File: src/rtl/icache_refill_ctrl.sv
// ---------------------------------------------------------------------------
// icache_refill_ctrl
//
// Purpose: services one I$ miss at a time. It issues a single AXI4 read burst
// for the missing line, collects the beats into a line buffer and presents
// the finished line for a one-cycle fill into the I$ tag/data RAMs. A fetch
// pipeline flush abandons the refill. Beats that are still outstanding are
// drained so that the AXI protocol is never violated, and the line is dropped.
//
// Ports:
//   clk, rst          clock; synchronous active-low reset
//   flush             abandon the current refill
//   miss_valid/ready  miss request from the I$, plus the physical miss address
//   axi_ar*           AXI4 read address channel (master side)
//   axi_r*            AXI4 read data channel (master side)
//   fill_valid        one-cycle pulse carrying fill_paddr, fill_data, fill_err
//
// Build option: ICACHE_CRITICAL_WORD_FIRST_EN.
//   Defined:   a WRAP burst starts at the missed word. Beats are rotated into
//              their natural slots.
//   Undefined: an INCR burst starts at the line base.
//   Both builds present fill_data in natural line order.
//
// Reset does not drain an in-flight burst. The AXI interconnect must be reset
// together with this block.
//
// state | meaning
// IDLE  | waiting for a miss; miss_ready high
// ADDR  | AR request outstanding; address held until arready
// DATA  | collecting beats into the line buffer
// DRAIN | refill abandoned; accepting and discarding beats until rlast
// FILL  | line complete; fill_valid pulse
// ---------------------------------------------------------------------------
module icache_refill_ctrl #(
    parameter int LINE_WIDTH = 256,
    parameter int BUS_WIDTH  = 32,
    parameter int ID         = 0
) (
    input  logic                  clk,
    input  logic                  rst,
    input  logic                  flush,
    input  logic                  miss_valid,
    input  logic [31:0]           miss_paddr,
    output logic                  miss_ready,
    output logic [3:0]            axi_arid,
    output logic [31:0]           axi_araddr,
    output logic [7:0]            axi_arlen,
    output logic [2:0]            axi_arsize,
    output logic [1:0]            axi_arburst,
    output logic                  axi_arvalid,
    input  logic                  axi_arready,
    input  logic [BUS_WIDTH-1:0]  axi_rdata,
    input  logic [1:0]            axi_rresp,
    input  logic                  axi_rlast,
    input  logic                  axi_rvalid,
    output logic                  axi_rready,
    output logic                  fill_valid,
    output logic [31:0]           fill_paddr,
    output logic [LINE_WIDTH-1:0] fill_data,
    output logic                  fill_err
);

    localparam int BEATS = LINE_WIDTH / BUS_WIDTH;
    localparam int OFS   = $clog2(LINE_WIDTH / 8);
    localparam int SZ    = $clog2(BUS_WIDTH / 8);
    localparam int CW    = (BEATS > 1) ? $clog2(BEATS) : 1;

    typedef enum logic [2:0] {IDLE, ADDR, DATA, DRAIN, FILL} state_t;

    state_t                  state_q, state_d;
    logic [31:0]             paddr_q, paddr_d;
    logic [CW-1:0]           cnt_q, cnt_d;
    logic                    err_q, err_d;
    logic                    abort_q, abort_d;
    logic [LINE_WIDTH-1:0]   line_q, line_d;
    logic [31:0]             fill_paddr_q, fill_paddr_d;
    logic                    fill_err_q, fill_err_d;
    logic                    miss_ready_q, arvalid_q, rready_q, fill_valid_q;

    logic                    beat_acc;
    logic [CW-1:0]           cnt_inc;
    logic [CW-1:0]           start_w;
    logic [CW:0]             slot_sum;
    logic [CW-1:0]           slot_idx;

`ifdef ICACHE_CRITICAL_WORD_FIRST_EN
    assign axi_arburst = 2'b10;
    assign axi_araddr  = {paddr_q[31:SZ], {SZ{1'b0}}};
    assign start_w     = paddr_q[OFS-1:SZ];
    wire   unused_paddr = ^paddr_q[SZ-1:0];
`else
    assign axi_arburst = 2'b01;
    assign axi_araddr  = {paddr_q[31:OFS], {OFS{1'b0}}};
    assign start_w     = '0;
    wire   unused_paddr = ^paddr_q[OFS-1:0];
`endif

    assign axi_arid   = 4'(ID);
    assign axi_arlen  = 8'(BEATS - 1);
    assign axi_arsize = 3'(SZ);

    assign miss_ready  = miss_ready_q;
    assign axi_arvalid = arvalid_q;
    assign axi_rready  = rready_q;
    // A flush in the FILL cycle suppresses the fill.
    assign fill_valid  = fill_valid_q & ~flush;
    assign fill_paddr  = fill_paddr_q;
    assign fill_data   = line_q;
    assign fill_err    = fill_err_q;

    assign beat_acc = rready_q & axi_rvalid;
    assign cnt_inc  = (cnt_q == CW'(BEATS - 1)) ? '0 : cnt_q + 1'b1;

    // The first beat of a wrapped burst belongs in the slot of the missed word.
    assign slot_sum = {1'b0, start_w} + {1'b0, cnt_q};
    assign slot_idx = (slot_sum >= (CW+1)'(BEATS)) ? CW'(slot_sum - (CW+1)'(BEATS))
                                                   : slot_sum[CW-1:0];

    always_comb begin
        state_d      = state_q;
        paddr_d      = paddr_q;
        cnt_d        = cnt_q;
        err_d        = err_q;
        abort_d      = abort_q;
        line_d       = line_q;
        fill_paddr_d = fill_paddr_q;
        fill_err_d   = 1'b0;
        case (state_q)
            IDLE: begin
                if (miss_valid && miss_ready_q && !flush) begin
                    paddr_d = miss_paddr;
                    err_d   = 1'b0;
                    cnt_d   = '0;
                    abort_d = 1'b0;
                    state_d = ADDR;
                end
            end
            ADDR: begin
                // arvalid stays up through a flush. The flush is remembered,
                // and the burst is drained once the address is accepted.
                if (flush) abort_d = 1'b1;
                if (arvalid_q && axi_arready)
                    state_d = (abort_q || flush) ? DRAIN : DATA;
            end
            DATA: begin
                if (beat_acc) begin
                    cnt_d = cnt_inc;
                    if (!flush) begin
                        line_d[slot_idx*BUS_WIDTH +: BUS_WIDTH] = axi_rdata;
                        err_d = err_q | (axi_rresp != 2'b00);
                    end
                end
                if (flush) begin
                    state_d = (beat_acc && axi_rlast) ? IDLE : DRAIN;
                end else if (beat_acc && axi_rlast) begin
                    state_d      = FILL;
                    fill_paddr_d = {paddr_q[31:OFS], {OFS{1'b0}}};
                    fill_err_d   = err_d;
                end
            end
            DRAIN: begin
                if (beat_acc) begin
                    cnt_d = cnt_inc;
                    if (axi_rlast) state_d = IDLE;
                end
            end
            FILL: begin
                state_d = IDLE;
            end
            default: begin
                state_d = IDLE;
            end
        endcase
    end

    always_ff @(posedge clk) begin
        if (!rst) begin
            state_q      <= IDLE;
            paddr_q      <= '0;
            cnt_q        <= '0;
            err_q        <= 1'b0;
            abort_q      <= 1'b0;
            line_q       <= '0;
            fill_paddr_q <= '0;
            fill_err_q   <= 1'b0;
            miss_ready_q <= 1'b1;
            arvalid_q    <= 1'b0;
            rready_q     <= 1'b0;
            fill_valid_q <= 1'b0;
        end else begin
            state_q      <= state_d;
            paddr_q      <= paddr_d;
            cnt_q        <= cnt_d;
            err_q        <= err_d;
            abort_q      <= abort_d;
            line_q       <= line_d;
            fill_paddr_q <= fill_paddr_d;
            fill_err_q   <= fill_err_d;
            miss_ready_q <= (state_d == IDLE);
            arvalid_q    <= (state_d == ADDR);
            rready_q     <= (state_d == DATA) || (state_d == DRAIN);
            fill_valid_q <= (state_d == FILL);
        end
    end

`ifndef SYNTHESIS
    // Beats are placed by the counter, and the burst ends on rlast. Both must agree.
    property p_rlast_at_end;
        @(posedge clk) disable iff (!rst)
            (rready_q && axi_rvalid) |-> (axi_rlast == (cnt_q == CW'(BEATS - 1)));
    endproperty
    a_rlast_at_end: assert property (p_rlast_at_end);
`endif

endmodule

File: config.mk
export PLATFORM = sky130hd
export DESIGN_NAME = icache_refill_ctrl
export DESIGN_NICKNAME = d
export VERILOG_FILES = /design/src/rtl/icache_refill_ctrl.sv
export SDC_FILE = /design/constraint.sdc
export NUM_CORES = 1
export LEC_CHECK = 0
export BUFFER_PORTS_ARGS = -buffer_cell sky130_fd_sc_hd__buf_2
export CAP_MARGIN = 0
export CORE_MARGIN = 4
export CORE_UTILIZATION = 52
export CTS_BUF_LIST = sky130_fd_sc_hd__clkbuf_8
export DETAILED_ROUTE_END_ITERATION = 7
export GPL_TIMING_DRIVEN = 1
export PLACE_DENSITY = 0.83
export SLEW_MARGIN = 25
export SYNTH_ARGS = -nofsm -noshare
export SYNTH_HDL_FRONTEND = slang
export SYNTH_SLANG_ARGS = --single-unit
File: constraint.sdc
create_clock -name clk -period 3.1 [get_ports clk]
set_input_delay 0.62 -clock clk [delete_from_list [all_inputs] [get_ports clk]]
set_output_delay 0.62 -clock clk [all_outputs]
set_load 0.01 [all_outputs]
## Word-level counts from Yosys, hierarchy flattened

Index checks and enable logic that the tools add are counted.

- Bits of input ports: 73
- Register bits: 328
- Logic and storage cells: 78

- $lt $le $gt $ge: 1
- Eq/ne operators: 11
- Bitwise operators: 7
- Add/subtract/negate cells: 3
- Shifts and indexed selects: 2
- Muxes and demuxes: 21
- Reduce and logical (&&, ||, !) cells: 21

Operator list:

| cell | number |
|---|---|
| bitwise mux 256 bit | 1 |
| variable shift 32 x 34 -> 256 bit (first input constant) | 1 |
| indexed part select 32 x 34 -> 256 bit | 1 |
| negation 8 -> 34 bit | 1 |
| 2-to-1 mux 3 bit | 10 |
| == test 3 x 2 -> 1 bit (second input constant) | 4 |
| case mux 3 bit (4 select lines) | 1 |
| AND reduction 3 bit | 4 |
| nonzero test 2 bit | 4 |
| == test 3 x 1 -> 1 bit (second input constant) | 2 |
| == test 3 bit (second input constant) | 2 |
| zero test 3 bit | 2 |
| case mux 3 bit (2 select lines) | 1 |
| 2-to-1 mux 1 bit | 5 |
| >= comparator 3 x 4 -> 1 bit (second input constant) | 1 |
| logical AND 1 bit | 4 |
| inequality test 2 bit (second input constant) | 2 |
| NOT 1 bit | 4 |
| case mux 1 bit (2 select lines) | 2 |
| AND reduction 2 bit | 2 |
| OR reduction 4 bit | 1 |
| adder 3 x 1 -> 3 bit (second input constant) | 1 |
| subtractor 3 x 1 -> 3 bit (second input constant) | 1 |
| AND 1 bit | 2 |
| 6 further kinds | 7 |

## Longest topological paths before layout

- Word-level depth: 7
- Gate-level depth with buffers: 11

## Worst setup path after synthesis

No wires, ideal clock.

- Path kind: flip-flop to flip-flop
- Start: register cnt_q[0]
- End: register line_q[55] (netlist: fill_data[55])
- Setup time: 0.124 ns
- Required time: 2.976 ns
- Data arrival time: 2.177 ns
- Slack: 0.799 ns
- Stages on the path, launching flop included: 12
- Path through: dfxtp_1 buf_4 inv_1 ha_1 ha_1 nand3b_1 buf_2 or4_1 buf_2 buf_2 nand3_1 o31ai_2

- Word-level cells in the longest chain between the ends: 5
- Elaborated cells on any way between the ends: 7

RTL lines:

| element | line | RTL |
|---|---|---|
| start, declared | 72 | `logic [CW-1:0] cnt_q, cnt_d;` |
| start signal, assigned | 193 | `cnt_q <= cnt_d;` |
| >= comparator 3 x 4 -> 1 bit / subtractor 3 x 1 -> 3 bit (equally long branches) | 116 | `assign slot_idx = (slot_sum >= (CW+1)'(BEATS)) ? CW'(slot_sum - (CW+1)'(BEATS))` |
| 2-to-1 mux 3 bit (*) | 116 |  |
| negation 8 -> 34 bit (*) | 149 | `line_d[slot_idx*BUS_WIDTH +: BUS_WIDTH] = axi_rdata;` |
| indexed part select 32 x 34 -> 256 bit / variable shift 32 x 34 -> 256 bit (equally long branches) | 149 |  |
| bitwise mux 256 bit (*) | 149 |  |
| end signal, assigned | 196 | `line_q <= line_d;` |
| end, declared | 75 | `logic [LINE_WIDTH-1:0] line_q, line_d;` |

Mark *: on every way between the ends. The rest lies on a longest branch, timed or not.
A chain may end at the register's enable or synchronous reset.

## Final worst setup path

- Start: register cnt_q[1]
- End: register line_q[43] (netlist: fill_data[43])

The elaborated chain is that of the path after synthesis.

==> flow_summary_export.csv <==
group,metric,value,unit
clock_network,postCtsSetupRepairBufs,0,
hold_path,hp-class,"input pin to flop",
die,coreArea,22600,um^2
finish,fin_cells,2005,
clock_network,cts_root_buf,"clkbuf_8",
setup_path,r2r_slack,530,ps
synthesis,async_flop_share,0,%
pwr,irDropWorstVdd,0.328,mV
synthesis,syn_area,12000,um^2
clock_network,cts_sinks,323,
global_routing,grt_start_max_net_pins,77,
global_routing,gr-usage-all-layers,26.7,%
timing,fin_crit_sh,83.0,%
clock_network,cts_hold_buf,0,
timing,setup_violations,0,
die,initial_core_util,52.9,%
pwr,power.leakage,6.94,nW
outcome,status,"complete, no violations",
clock_network,cts_max_level,2,
clock_network,post_cts_resized,0,
setup_path,arrival,2990,ps
finish,syn2layout_area_growth,24.7,%
hold_path,hold_path_depth,3,
setup_path,cp-start-kind,"flop",
hold_path,min_to,"paddr_q[28]",
drt,drcViolationCount,0,
synthesis,ys_warn_count,0,
clock_network,clock_latency,560,ps
setup_path,required,3510,ps
pwr,p_int,6.23,mW
drt,drtAntennaViolNets,0,
pwr,netSwitchingFraction,23.2,%
die,die_w,160,um
finish,fin_util,65.9,%
die,fp.dieH,160,um
timing,slew_viol_final,0,
placement,finalWeightedCongestion,0.855,
timing,finalWorstSetupSlack,528,ps
setup_path,rr_worst_depth,8,
pwr,p_per_area,543,nW/um^2
timing,worst_slew_pin_slew,652,ps
pwr,p_seq_share,51.8,%
placement,dp_cells,1917,
drt,first_pass_iters,5,
die,die-area,25500,um^2
drt,first_iter_violations,1028,
timing,fin_crit,2570,ps
finish,fin_nets,1761,
timing,setup_tns,0,ps
clock_network,clk_pin_slew_worst_paths,70,ps
global_routing,antenna_found_initial,1,
pwr,comb_power_share,4.2,%
timing,slew_headroom,56.5,%
pwr,power_frac_clock,44.0,%
synthesis,yosys_most_used_dff,"dfxtp_1",
global_routing,first_global_vias,10300,
clock_network,clockBufferDepth,3,
clock_network,cts_made_buffers,50,
placement,dp_hpwl,25100,um
setup_path,r2r_start,"cnt_q[1]",
synthesis,ys_types,38,
timing,fmax,389,MHz
synthesis,syn_area_per_cell,8.94,um^2
finish,layout-drive-gt1-share,29.3,%
setup_path,crit_fanout,64,
placement,portBuffers,382,
timing,skew,22.0,ps
synthesis,synth_cells,1339,
run,max_cap_violations,0,
setup_path,timing.rr.end,"fill_data[43]",
drt,wl_per_cell,17.9,um
timing,hold_viol_final,0,
timing,rsz0062_at_grt,"no",
global_routing,grt-ovfl-total,0,
die,fp-row-count,55,
synthesis,synth_edf_count,0,
drt,vias,11000,
pwr,power.net_switching,1.88,mW
drt,routed_wirelength,35800,um
drt,routed_via_density,5.49,
placement,pre_cts_slack,578,ps
clock_network,cts_tree,"yes",
synthesis,yosysSeqAreaShare,54.0,%
setup_path,end_kind,"flop",
die,top_level_ports,415,
synthesis,synth_seq_cells,323,
global_routing,grt_pass1_wl,55800,um
setup_path,path_class,"flop to flop",
hold_path,hold_start,"miss_paddr[28]",
==> worst max path at each step <==
stage	startpoint	to	slack, ps	depth (start not counted)
final	cnt_q[1]	fill_data[43]	530	8
after global routing	cnt_q[1]	fill_data[42]	330	8
after detailed placement	cnt_q[1]	fill_data[34]	580	8
after global placement	flush	fill_data[175]	630	6
after CTS	cnt_q[1]	fill_data[34]	540	8
after floorplan	cnt_q[0]	fill_data[55]	800	11
==> stage by stage <==
stage | power, mW | area (um^2) | hold slack [ps]
after floorplan | 4.48 | 12100 | 449
after global placement | 4.61 | 13900 | 434
after detailed placement | 4.62 | 13900 | 441
after CTS | 8.15 | 14900 | 271
after global routing | 8.38 | 14900 | 283
final | 8.10 | 14900 | 309
==> worst max-delay path, cell delays in order, from the launching register on <==
cell and delay [ps]:
dfxtp_1 400, inv_1 70, ha_1 190, ha_1 430, inv_1 60, or4_2 650
buf_4 340, nand3_1 160, o21ai_0 100
==> power by group through the flow <==
stage / clock (mW) / sequential [mW] / combinational, mW
finish: 3.57 / 4.19 / 0.342
detailed placement: 0 / 4.28 / 0.334
global route: 3.82 / 4.19 / 0.368
CTS: 3.63 / 4.19 / 0.336
floorplan: 0 / 4.29 / 0.190
global placement: 0 / 4.28 / 0.330
==> layout make-up <==
type / instances / area [um^2]
Multi-Input combinational cell: 891 / 4860
Sequential cell: 323 / 6470
Antenna cell: 1 / 2.50
Tap cell: 285 / 357
Fill cell: 1861 / 7710
Inverter: 5 / 18.8
Clock inverter: 19 / 95.1
Timing Repair Buffer: 413 / 2190
Clock buffer: 68 / 936
==> registers in the layout, summed over array words and instances (netlist names) <==
name and flops:
axi_arvalid 1, err_q 1, fill_err 1, fill_paddr 27, cnt_q 3, paddr_q 27, state_q 3, fill_valid_q 1
abort_q 1, fill_data 256, axi_rready 1, miss_ready 1
==> cells by family after synthesis <==
| group | after synthesis | synth area share [%] |
|---|---|---|
| and+or+nand+nor | 536 | 20.9 |
| buffers and inverters | 150 | 6.34 |
| DFF | 323 | 54.0 |
| AOI/OAI and AO/OA | 253 | 12.4 |
| muxes | 71 | 5.94 |
| other | 2 | 0.0627 |
| adders and majority gates | 4 | 0.418 |
==> routing by layer <==
layer	track usage [%]	vias up	part of all wire (%)
li1	-	5265	-
met1	35.2	5125	42
met2	41.6	503	45
met3	5.68	106	7.8
met4	13.2	0	5.0
met5	0	-	0
==> cell usage in the layout, fill, tap and decap left out, types with 2 or more instances in the layout <==
cell type,netlist,final
o31ai_2,7,7
conb_1,2,27
buf_4,32,28
clkbuf_8,0,68
inv_1,5,18
inv_8,0,2
nand4_1,29,29
or4_2,0,2
a21oi_1,2,2
nor3b_1,3,2
ha_1,4,4
o21ai_0,124,124
and2_1,5,5
nand3_1,231,230
a21boi_0,57,57
nand2_1,238,238
or3_1,4,2
clkinv_2,0,3
dfxtp_1,323,323
nor2_1,9,8
nor3_1,2,2
mux2i_1,71,71
or3_2,0,2
nor4b_4,2,2
buf_12,0,3
nor2b_1,5,5
buf_2,13,381
o31ai_1,2,2
o21ai_1,56,56
==> cells in the mapped netlist (9+ instances only) <==
cell type,number,area [um^2]
buf_1,17,63.8
mux2i_1,71,711
buf_4,32,240
o21ai_0,124,621
o21ai_1,56,280
a21boi_0,57,428
buf_2,13,65.1
dfxtp_1,323,6470
nand2_1,238,893
nand4_1,29,181
clkbuf_1,75,282
nor2_1,9,33.8
nand3_1,231,1160
No activity file was read; power rests on OpenSTA's default activity.
